--- config.mk ---
export PLATFORM = sky130hd
export DESIGN_NAME = cdc_handshake_rx
export DESIGN_NICKNAME = d
export VERILOG_FILES = /design/src/rtl/cdc_pkg.sv /design/src/rtl/sync_chain.sv /design/src/rtl/cdc_handshake_rx.sv
export SDC_FILE = /design/constraint.sdc
export NUM_CORES = 1
export LEC_CHECK = 0
export BUFFER_PORTS_ARGS = -buffer_cell sky130_fd_sc_hd__buf_2
export CORE_UTILIZATION = 52
export CTS_BUF_LIST = sky130_fd_sc_hd__clkbuf_4
export DETAILED_ROUTE_END_ITERATION = 10
export HOLD_SLACK_MARGIN = 0.08
export PLACE_DENSITY = 0.8
export SLEW_MARGIN = 5
export SYNTH_ARGS = -nofsm -noshare
export SYNTH_HDL_FRONTEND = slang
export SYNTH_HIERARCHICAL = 1
export SYNTH_SLANG_ARGS = --single-unit
--- constraint.sdc ---
create_clock -name clk_in -period 1.8 [get_ports clk_in]
set_input_delay 0.18 -clock clk_in [delete_from_list [all_inputs] [get_ports clk_in]]
set_output_delay 0.18 -clock clk_in [all_outputs]
set_load 0.005 [all_outputs]
--- src/rtl/cdc_pkg.sv ---
// Shared types and defaults for the toggle-handshake clock-domain crossing blocks.
package cdc_pkg;

    typedef enum logic {
        IDLE = 1'b0,
        FULL = 1'b1
    } hs_rx_state_t;

    localparam int unsigned SYNC_STAGES_DEFAULT = 2;

endpackage : cdc_pkg

--- src/rtl/sync_chain.sv ---
// Single-bit multi-flop synchronizer with asynchronous active-low reset.
// Shared by the handshake receiver (request) and transmitter (acknowledge).
module sync_chain #(
    parameter int unsigned SYNC_STAGES = 2
) (
    input  logic clk_in,
    input  logic rst_n_in,
    input  logic d_async_in,
    output logic q_sync_out
);

    (* ASYNC_REG = "TRUE" *) logic [SYNC_STAGES-1:0] sync_q;

    always_ff @(posedge clk_in or negedge rst_n_in) begin
        if (!rst_n_in) begin
            sync_q <= '0;
        end else begin
            sync_q <= {sync_q[SYNC_STAGES-2:0], d_async_in};
        end
    end

    assign q_sync_out = sync_q[SYNC_STAGES-1];

endmodule : sync_chain

--- src/rtl/cdc_handshake_rx.sv ---
// Destination endpoint of a two-phase req/ack crossing: captures the source-held
// word once per request toggle and returns the ack toggle only after downstream accepts.
module cdc_handshake_rx
    import cdc_pkg::*;
#(
    parameter int unsigned WIDTH       = 8,
    parameter int unsigned SYNC_STAGES = SYNC_STAGES_DEFAULT
) (
    input  logic             clk_in,
    input  logic             rst_n_in,
    input  logic             req_async_in,
    input  logic [WIDTH-1:0] data_async_in,
    output logic             ack_out,
    output logic [WIDTH-1:0] data_out,
    output logic             valid_out,
    input  logic             ready_in,
    output logic [15:0]      xfer_count_out
);

    hs_rx_state_t      state_q;
    hs_rx_state_t      state_d;
    logic              req_sync;
    logic              req_seen_q;
    logic              ack_q;
    logic              valid_q;
    logic [WIDTH-1:0]  data_q;
    logic [15:0]       count_q;
    logic              capture;
    logic              accept;

    sync_chain #(
        .SYNC_STAGES (SYNC_STAGES)
    ) u_req_sync (
        .clk_in     (clk_in),
        .rst_n_in   (rst_n_in),
        .d_async_in (req_async_in),
        .q_sync_out (req_sync)
    );

    always_ff @(posedge clk_in or negedge rst_n_in) begin
        if (!rst_n_in) begin
            state_q <= IDLE;
        end else begin
            state_q <= state_d;
        end
    end

    // A toggle arriving while FULL stays visible as req_sync != req_seen_q until IDLE.
    always_comb begin
        state_d = state_q;
        capture = 1'b0;
        accept  = 1'b0;
        unique case (state_q)
            IDLE: begin
                if (req_sync != req_seen_q) begin
                    capture = 1'b1;
                    state_d = FULL;
                end
            end
            FULL: begin
                if (ready_in) begin
                    accept  = 1'b1;
                    state_d = IDLE;
                end
            end
            default: state_d = IDLE;
        endcase
    end

    // data_async_in is only sampled on the capture cycle; it is quasi-static otherwise.
    always_ff @(posedge clk_in or negedge rst_n_in) begin
        if (!rst_n_in) begin
            req_seen_q <= 1'b0;
            ack_q      <= 1'b0;
            valid_q    <= 1'b0;
            data_q     <= '0;
            count_q    <= '0;
        end else begin
            if (capture) begin
                data_q     <= data_async_in;
                req_seen_q <= req_sync;
                valid_q    <= 1'b1;
            end
            if (accept) begin
                ack_q   <= ~ack_q;
                valid_q <= 1'b0;
                count_q <= count_q + 16'd1;
            end
        end
    end

    assign ack_out        = ack_q;
    assign data_out       = data_q;
    assign valid_out      = valid_q;
    assign xfer_count_out = count_q;

endmodule : cdc_handshake_rx

## Word-level counts from Yosys, hierarchy flattened

Cells that the tools add are included.

| cells by class | value |
|---|---|
| magnitude comparators | 0 |
| bitwise logic cells | 2 |
| div/mod/pow operators | 0 |
| eq/ne operators | 1 |
| reductions and logical operators | 1 |
| add/subtract/negate cells | 1 |
| muxes and demuxes | 8 |
| shift-type cells | 0 |
| multiply operators | 0 |

Operators with widths:

| cell | number |
|---|---|
| adder 16 x 1 -> 16 bit, second input constant | 1 |
| 2-to-1 mux 1 bit | 7 |
| inverter 1 bit | 2 |
| case mux 1 bit (2 select lines) | 1 |
| nonzero test 2 bit | 1 |
| inequality test 1 bit | 1 |

| storage, ports and cells | value |
|---|---|
| memory bits (read-only) | 0 |
| latch bits | 0 |
| bits in writable memories | 0 |
| word-level logic and storage cells | 20 |
| output and inout port bits | 26 |
| memories kept | 0 |
| input port bits | 12 |
| register bits after elaboration | 30 |

## Depth between registers and ports, before layout

Gate-level depths: netlist of the first run.

| depth | value |
|---|---|
| word-level depth | 5 |
| depth in mapped cells | 5 |
| mapped depth without buffers | 5 |

## Modules after synthesis

Netlist of the first run, hierarchy kept.

By module, submodules not included:

| module | instances | area each (um2) | sequential area each (um2) | cells an instance |
|---|---|---|---|---|
| cdc_handshake_rx | 1 | 1206.2 | 700.7 | 88 |
| sync_chain | 1 | 50.0 | 50.0 | 2 |

## Worst setup path before layout of the first run

OpenSTA, ideal clock, no wires.

| timing | value |
|---|---|
| path kind | register to register |
| from | register count_q[0], in the netlist xfer_count_out[0] |
| to | register count_q[14], in the netlist xfer_count_out[14] |
| buffers on the path | 0 |
| library setup time | 123 ps |
| cell stages (with the launch flop) | 6 |
| data arrival time | 1258 ps |
| clock period less this slack | 1382 ps |
| required time | 1677 ps |
| path slack | 418 ps |
| cell sequence | dfrtp_1 -> ha_1 -> nand3_2 -> nor4_4 -> nand3_1 -> xnor2_1 |

| on the way | value |
|---|---|
| word-level cells in the longest chain between the ends | 1 |

RTL lines:

| item | RTL line | text |
|---|---|---|
| start: declaration | cdc_handshake_rx.sv:27 | `logic [15:0] count_q;` |
| start signal: assignment | cdc_handshake_rx.sv:87 | `count_q <= count_q + 16'd1;` |
| adder 16 x 1 -> 16 bit | cdc_handshake_rx.sv:87 |  |

No other way between the ends.
A chain may end at the register's enable or synchronous reset.

## Worst setup path in the final report of the first run

Ends and elaborated chain as after synthesis.

==> metrics.csv, run 1 <==
metric;value;unit
mux contribution to synthesized area;8.96;%
fin crit share;80.9;%
Synth top area share;59.8;%
Net Count, Synth;103;
EDFF count, synth;0;
WL final;2.20;mm
max-cap viol count;0;
initial detailed-routing violation count;4;
library cells used by synthesis;21;
RePlAce Congestion;0.748;
vias in the first global route;903;
Num Clock Sinks;30;
Least-Margin Pin Slew;638;ps
PnR Total Power;2.13;mW
DPL Wire Length;1.55;mm
largest family of logic cells by synthesized area;simple AND/OR/NAND/NOR gates;
H-tree depth;2;
antenna violations before repair;0;
clock-pin slew on the worst setup and hold paths;100;ps
Die Wd;51.2;µm
Synth Cell Area;1260;µm²
Final #Nets;155;
post-layout minimum cycle time;1460;ps
all-layer global routing usage;20.2;%
first-pass GRT wire length;3.71;mm
die area;2620;µm²
Largest stage delay, worst path;440;ps
Syn. warnings;6;
PostCTS Resize Cnt;0;
Final Hold Vio Count;0;
worst-path cell chain;ha_1 > nand3_2 > nor4_4 > nand3_1 > xnor2_1;
starting density of the core;55.7;%
Via density;5.06;
critical path's top delay family;simple AND/OR/NAND/NOR gates;
CTS buffer count;5;
Max IR drop VDD;1.03;mV
Overflow after GRT;0;
crit-path max FO;5;
largest cells by area after synthesis;dfrtp_1 60%, mux2_2 9.0%, xnor2_1 7.7%, xor2_1 4.2%, nor4_4 3.4%;
# Post-CTS Setup Buffers;0;
Primary FF master, synth;dfrtp_1;
post-synthesis xor/xnor area fraction;11.9;%
CP required;2030;ps
Worst slew margin;57.5;%
Post-Synth Simple-Gate Area;16.8;%
CTS tree;yes;
total number of vias;866;
Worst-Skew Late Latency;340;ps
HP Class;in2reg;
Setup violations, final;0;
Slew Viols, Final;0;
sequential element share of the synthesized area;59.8;%
largest net degree at the start of global routing;31;
post-layout util;71.6;%
critical path capture point type;flop;
Pwr Density;1320;nW/µm²
die extent in y;51.2;µm
Area growth syn-to-layout;28.6;%
drt pass-1 iters;4;
share of flip-flops with an asynchronous set or reset after synthesis;100;%
root buffer cell;clkbuf_4;
Worst Path Class, Setup;reg2reg;
LEAKAGE;0.812;nW
IO Pins;38;
share of post-route cells with drive strength above 1;46.2;%
Std-Cell Rows;17;
# diodes;0;
CTS Buffer Depth;2;
WL per Instance;12.9;µm
Hold WS;99.3;ps
status;finished, final reports clean;
WP data arrival;1690;ps
core box area;2250;µm²
Port Buffers;37;
Max Clock Skew;10.9;ps
Synth Area in Compound Gates;0.598;%
Fin Setup TNS;0;ps
RSZ-0062 raised after global routing;false;
Cells after Synth;90;
Mapped Avg Cell Area;14.0;µm²
cell accounting for the most synthesized area;dfrtp_1;
number of remaining DRC errors;0;
CP Buf/Inv Count;0;
#FFs+latches synth;30;
CP max stage cell;dfrtp_1;
adder-cell share of the synthesized area;0.996;%
startpoint types;flop;
Fmax achieved;687;MHz
Final ANT Viol Nets;0;
==> sequential cells by signal, indices dropped and copies added, names as in the netlist <==
register,cells
ack_out,1
data_out,8
req_seen_q,1
state_q,1
u_req_sync/sync_q,2
valid_out,1
xfer_count_out,16
==> layer usage <==
metal / share of wire, % / wire length [µm] / GRT usage (%)
met2: 54 / 1190 / 36.0
met1: 40 / 879 / 20.8
met5: 0 / 0 / 0
met3: 3.7 / 81 / 5.36
met4: 2.3 / 51 / 12.5
==> through the flow <==
stage	cells	setup WS [ps]	area (µm²)
after global placement	154	400	1470
after CTS	171	338	1620
final	171	344	1620
after floorplan	90	418	1260
after detailed placement	154	355	1470
after global routing	171	220	1620
==> layout make-up <==
type                       count  area, µm²
clock buffer                   5       37.5
clock inverter                 3       16.3
fill                         174        639
inverter                       2       7.51
multi-input combinational     57        493
sequential                    30        751
tap                           28       35.0
timing repair buffer          46        275
==> power by group <==
part           internal [mW]  leakage (nW)  switching (mW)
clock                  0.145        0.0286           0.236
combinational          0.392         0.411           0.281
sequential             0.884         0.372           0.188
total                   1.42         0.812           0.705
==> timing repair <==
action | in CTS | in global routing
endpoints found under the setup margin | 0 | 0
endpoints found under the hold margin | 38 | 0
hold buffers | 9 | 0
==> cell usage in the layout (no fill, tap or decap), types with 2 or more instances in the layout <==
master / n
nand4_1: 2
inv_1: 2
xnor2_1: 11
nand2_1: 5
nor3_2: 2
dfrtp_1: 30
clkbuf_4: 5
or2_4: 2
dlygate4sd3_1: 9
nand3_1: 3
nand3_2: 2
nor4_4: 2
nor2_1: 5
mux2_2: 10
xor2_1: 6
buf_2: 37
==> cell usage after synthesis, types with 2 or more instances <==
library cell / count
xnor2_1: 11
nand2_1: 5
xor2_1: 6
nor3_2: 2
mux2_2: 10
nand3_1: 3
or2_4: 2
nand4_1: 2
nor2_1: 5
nand3_2: 2
nor4_4: 2
inv_1: 2
dfrtp_1: 30
==> cells by family after synthesis <==
kind of cell,after synthesis
fa+ha+maj,1
mux,10
xor+xnor,17
flops,30
compound gates,1
simple gates,28
buf+inv,3
==> path summary, 6_finish.rpt <==
kind / startpoint / end / slack [ps] / cells past startpoint
setup reg to reg: xfer_count_out[0] / xfer_count_out[14] / 340 / 5
setup / recovery: xfer_count_out[0] / xfer_count_out[14] / 340 / 5
min in group asynchronous: rst_n_in / xfer_count_out[15] / 400 / 2
hold reg to reg: u_req_sync/sync_q[0] / u_req_sync/sync_q[1] / 360 / 0
hold / removal: data_async_in[2] / data_out[2] / 100 / 2
max in group asynchronous: rst_n_in / data_out[2] / 980 / 2
==> worst register-to-register path, stage by stage (launching register included) <==
cell,delay (ps)
dfrtp_1,440
ha_1,200
nand3_2,120
nor4_4,340
nand3_1,130
xnor2_1,130
No activity file was read; power rests on OpenSTA's default activity.
==> inputs of run 2 (changes only) <==
CORE_UTILIZATION = 47   (was 52)
PLACE_DENSITY = 0.76   (was 0.8)
clock period = 1.3 ns   (was 1.8 ns; I/O delays follow)
==> run 2 against run 1 <==
  * The flow now finishes with violations (negative setup slack)
  * Combinational power rose by 84%
  * Highest routed layer unchanged
  * Non-clock buffer count rose by 14
  * Largest cell class unchanged
  * Critical endpoint is now xfer_count_out[10]
  * Clock-buffer cell count rose by 1
  * Utilization fell by 1.5 points
  * Fmax rose by 5.5%
==> metrics.csv, run 2 (synthesis gave the netlist of run 1 again) <==
metric;value;unit;change
status;complete, but fails checks;;
failing checks;negative setup slack;;
largest net degree at the start of global routing;31;;unchanged
Area growth syn-to-layout;39.5;%;
worst-path cell chain;ha_2 > nand3_4 > nor4_4 > buf_4 > xor2_2;;
Fmax achieved;725;MHz;+5.5%
DPL Wire Length;1.60;mm;+3.0%
WL per Instance;12.6;µm;-1.9%
Overflow after GRT;0;;unchanged
Die Wd;53.7;µm;+5.0%
Std-Cell Rows;18;;+1
root buffer cell;clkbuf_4;;
H-tree depth;2;;unchanged
Final Hold Vio Count;0;;unchanged
most frequent cells in the layout;37 x buf_2, 29 x dfrtp_1, 13 x buf_4;;
LEAKAGE;0.897;nW;+11%
HP Class;in2reg;;
Worst slew margin;56.5;%;-1.0 points
sequential share of power;44.9;%;-5.5 points
Port Buffers;37;;unchanged
Max Clock Skew;5.37;ps;-5.53 ps
Clock Power Share;16.3;%;-1.6 points
starting density of the core;50.3;%;-5.5 points
CP Buf/Inv Count;1;;+1
WL final;2.37;mm;+7.3%
Pwr Density;1820;nW/µm²;+38%
Largest stage delay, worst path;370;ps;-70 ps
Placed Area;1560;µm²;+5.8%
Worst Path Class, Setup;reg2reg;;
antenna violations before repair;0;;unchanged
die area;2880;µm²;+10%
PnR Total Power;3.19;mW;+50%
core box area;2500;µm²;+11%
drt pass-1 iters;3;;-1
all-layer global routing usage;20.0;%;-0.16 points
CTS tree;yes;;
die extent in y;53.7;µm;+5.0%
initial detailed-routing violation count;4;;unchanged
Max IR drop VDD;1.36;mV;+32%
vias in the first global route;957;;+6.0%
CP required;1550;ps;-480 ps
total number of vias;912;;+5.3%
Finished Cell Area;1750;µm²;+8.5%
RSZ-0062 raised after global routing;true;;
number of remaining DRC errors;0;;unchanged
WP data arrival;1630;ps;-60 ps
critical path's top delay family;simple AND/OR/NAND/NOR gates;;
max reg flops;16;;unchanged
share of post-route cells with drive strength above 1;52.9;%;+6.7 points
max-cap viol count;0;;unchanged
Worst-Skew Late Latency;320;ps;-20 ps
CP max stage cell;dfrtp_1;;
Comb power frac;38.8;%;+7.1 points
crit-path max FO;3;;-2
Int Power;2.18;mW;+53%
Setup violations, final;13;;+13
RePlAce Congestion;0.734;;-2.0%
Fin Setup TNS;-566;ps;-566 ps
# diodes;0;;unchanged
Fill cells;186;;+6.9%
first-pass GRT wire length;3.83;mm;+3.3%
post-layout minimum cycle time;1380;ps;-76.2 ps
Final #Nets;169;;+9.0%
CTS Buffer Depth;2;;unchanged
CTS buffer count;5;;unchanged
Sw Pwr;1.01;mW;+43%
Via density;4.88;;-3.7%
Least-Margin Pin Slew;653;ps;+15.1 ps
fin worst setup slack;-80.0;ps;-424 ps
most common cell after layout, fill and taps aside;buf_2;;
Hold WS;194;ps;+94.7 ps
IO Pins;38;;unchanged
critical path capture point type;flop;;
startpoint types;flop;;
clock-pin slew on the worst setup and hold paths;90;ps;about the same
Switching Share;31.6;%;-1.6 points
fin crit share;106;%;+25 points
pre-CTS setup slack;-128;ps;-484 ps
Num Clock Sinks;30;;unchanged
Slew Viols, Final;0;;unchanged
Final ANT Viol Nets;0;;unchanged
run 2: worst register-to-register path, cell delays in order, from the launching register on:
cell     delay [ps]
dfrtp_1         370
ha_2            220
nand3_4          90
nor4_4          310
buf_4           170
xor2_2          150
run 2: final timing paths:
| path | end | slack (ps) | cells past startpoint | start |
|---|---|---|---|---|
| worst max-delay path | xfer_count_out[10] | -80 | 5 | xfer_count_out[1] |
| worst min-delay path | ack_out | 190 | 3 | ready_in |
| worst max register to register | xfer_count_out[10] | -80 | 5 | xfer_count_out[1] |
| worst min register to register | u_req_sync/sync_q[1] | 360 | 0 | u_req_sync/sync_q[0] |
| max in group asynchronous | state_q | 480 | 2 | rst_n_in |
| min in group asynchronous | xfer_count_out[5] | 360 | 2 | rst_n_in |
run 2: what timing repair did:
action,4_1_cts,5_1_grt
endpoints found under the hold margin,39,0
gates resized for setup,4,2
setup endpoints to repair,14,17
hold buffers,10,0
pin swaps,4,4
setup buffers,2,0
run 2: metrics by stage:
step           instances  utilization, %
6_report             187            70.1
5_1_grt              187            70.1
4_1_cts              187            69.8
3_5_place_dp         167            62.3
3_3_place_gp         167            62.3
2_1_floorplan         90               -
run 2: per-layer routing:
| metal | vias up | share of wire (%) | GRT usage [%] |
|---|---|---|---|
| met2 | 30 | 54 | 36.6 |
| li1 | 439 | - | - |
| met4 | 0 | 1.7 | 13.2 |
| met1 | 439 | 39 | 18.9 |
| met3 | 4 | 5.5 | 6.21 |
| met5 | - | 0 | 0 |
run 2: cell type report:
class,instances,area [µm²],area share (%)
sequential,30,752,42.9
inverter,2,7.51,0.428
tap,30,37.5,2.14
clock buffer,6,45.0,2.57
timing repair buffer,60,383,21.8
clock inverter,2,8.76,0.500
multi-input combinational,57,519,29.6
run 2: power groups by stage:
stage	logic (mW)	clock network (mW)	registers, mW
final	1.24	0.520	1.43
after global routing	1.36	0.583	1.47
after CTS	1.24	0.548	1.43
after detailed placement	1.14	0	1.45
after global placement	1.10	0	1.43
after floorplan	0.545	0	1.50
==> inputs of run 3 (changes only) <==
CELL_PAD_IN_SITES_DETAIL_PLACEMENT = 2   (was not set)
CELL_PAD_IN_SITES_GLOBAL_PLACEMENT = 2   (was not set)
CORE_UTILIZATION = 31   (was 47)
==> run 3 against run 2 <==
  * The flow still finishes with violations (negative setup slack)
  * Register-to-register slack got worse by 130 ps
  * Highest routed layer unchanged
  * Utilization down 19 points
  * Wire length rose by 74%
  * Flip-flop and latch count stayed put
==> metrics.csv, run 3 (synthesis gave the netlist of run 1 again) <==
metric;value;unit;change
# diodes;0;;unchanged
drt pass-1 iters;4;;+1
RePlAce Congestion;0.725;;-1.1%
status;complete, but fails checks;;
H-tree depth;2;;unchanged
DPL Wire Length;2.21;mm;+38%
critical path's top delay family;simple AND/OR/NAND/NOR gates;;
cell count along the critical path;5;;unchanged
post-layout minimum cycle time;1510;ps;+132 ps
CTS buffer count;5;;unchanged
LEAKAGE;0.997;nW;+11%
clock-pin slew on the worst setup and hold paths;100;ps;about the same
Final #Nets;180;;+6.5%
critical path capture point type;flop;;
initial detailed-routing violation count;9;;+5
CP max stage cell;dfrtp_1;;
Final Hold Vio Count;0;;unchanged
Max Clock Skew;3.40;ps;-1.98 ps
CP Buf/Inv Count;0;;-1
max-cap viol count;0;;unchanged
CTS tree;yes;;
starting density of the core;33.3;%;-17 points
all-layer global routing usage;19.2;%;-0.83 points
Pwr Density;1970;nW/µm²;+8.6%
total number of vias;1006;;+10%
Fmax achieved;661;MHz;-8.7%
Std-Cell Rows;22;;+4
CTS Buffer Depth;2;;unchanged
worst reg-to-reg setup slack;-210;ps;-130 ps
HP Class;in2reg;;
largest net degree at the start of global routing;31;;unchanged
Slew Viols, Final;0;;unchanged
cells on worst reg2reg path;5;;unchanged
WL per Instance;19.0;µm;+51%
fin worst setup slack;-212;ps;-132 ps
WL final;4.11;mm;+74%
most common cell after layout, fill and taps aside;buf_2;;
antenna violations before repair;0;;unchanged
crit-path max FO;3;;unchanged
Area growth syn-to-layout;54.1;%;
fin crit share;116;%;+10 points
Fill cells;380;;+100%
Finished Cell Area;1940;µm²;+10%
startpoint types;flop;;
root buffer cell;clkbuf_4;;
WP data arrival;1740;ps;+110 ps
Final ANT Viol Nets;0;;unchanged
Num Clock Sinks;30;;unchanged
Max IR drop VDD;0.894;mV;-34%
vias in the first global route;1123;;+17%
die area;4310;µm²;+49%
Worst slew margin;53.9;%;-2.6 points
worst-path cell chain;ha_2 > nand3_4 > nor4_4 > nand3_1 > xnor2_1;;
first-pass GRT wire length;5.82;mm;+52%
Placed Area;1610;µm²;+3.4%
Overflow after GRT;0;;unchanged
share of post-route cells with drive strength above 1;57.7;%;+4.9 points
Port Buffers;37;;unchanged
CP Capture Point;xfer_count_out[14];;
die extent in y;65.7;µm;+22%
failing checks;negative setup slack;;
core box area;3770;µm²;+51%
Die Wd;65.7;µm;+22%
worst r2r src;xfer_count_out[1];;
Setup violations, final;21;;+8
crit path launch;xfer_count_out[1];;
number of remaining DRC errors;0;;unchanged
CP required;1530;ps;-20 ps
most frequent cells in the layout;37 x buf_2, 29 x dfrtp_1, 20 x buf_4;;
Worst-Skew Late Latency;330;ps;about the same
max reg flops;16;;unchanged
Via density;4.66;;-4.5%
PnR Total Power;3.82;mW;+20%
RSZ-0062 raised after global routing;true;;
RR Endpoint;xfer_count_out[14];;
IO Pins;38;;unchanged
Largest stage delay, worst path;420;ps;+50 ps
Worst Path Class, Setup;reg2reg;;
Least-Margin Pin Slew;692;ps;+39.6 ps
[run 3: cell count changes in the layout (fill, tap and decap cells not counted), sizes merged]
cell   before  now
buf        50   60
and2b       1    2
[run 3: tightest hold or removal path: stages]
cell	delay, ps
buf_2	170
and2_2	190
nor2_1	50
[run 3: how the worst min path moves through the flow]
stage	startpoint	endpoint	slack, ps	depth (start not counted)
5_1_grt	ready_in	state_q	240	3
2_1_floorplan	rst_n_in	ack_out	-170	0
6_report	ready_in	state_q	240	3
4_1_cts	ready_in	state_q	190	3
3_5_place_dp	rst_n_in	data_out[3]	210	1
3_3_place_gp	rst_n_in	u_req_sync/sync_q[0]	190	1
[run 3: area by class of cell]
type	count	area, µm²	share of cell area [%]
Inverter	2	7.51	0.388
Sequential cell	30	752	38.8
Timing Repair Buffer	70	478	24.7
Tap cell	48	60.1	3.10
Multi-Input combinational cell	58	584	30.2
Clock buffer	6	45.0	2.33
Clock inverter	2	8.76	0.452
[run 3: metal layers]
| layer | vias to the layer above | routed length [µm] | GRT usage [%] |
|---|---|---|---|
| met5 | - | 0 | 0 |
| met4 | 0 | 68 | 7.34 |
| met3 | 7 | 103 | 6.60 |
| met2 | 25 | 2200 | 32.0 |
| met1 | 522 | 1750 | 22.5 |
| li1 | 452 | - | - |
[run 3: metrics by stage]
stage	std cells	utilization [%]	hold WS [ps]	setup slack [ps]	setup TNS, ps
6_report	216	51.3	240	-212	-2260
5_1_grt	216	51.3	235	-292	-3670
4_1_cts	213	48.8	192	-82.2	-618
3_5_place_dp	189	42.7	209	-156	-1290
3_3_place_gp	189	42.7	189	-64.4	-356
2_1_floorplan	90	-	-166	-81.7	-204
[run 3: power by group]
group	total, mW	switching, mW	internal (mW)
Sequential	1.47	0.246	1.23
Combinational	1.79	0.728	1.06
Clock	0.558	0.335	0.224
Total	3.82	1.31	2.51
[run 3: timing repair]
item,4_1_cts,5_1_grt
gates resized for setup,9,13
hold buffers,10,0
gates cloned,1,0
pin swaps,2,13
setup endpoints to repair,18,20
endpoints found under the hold margin,39,0
buffers inserted,5,3
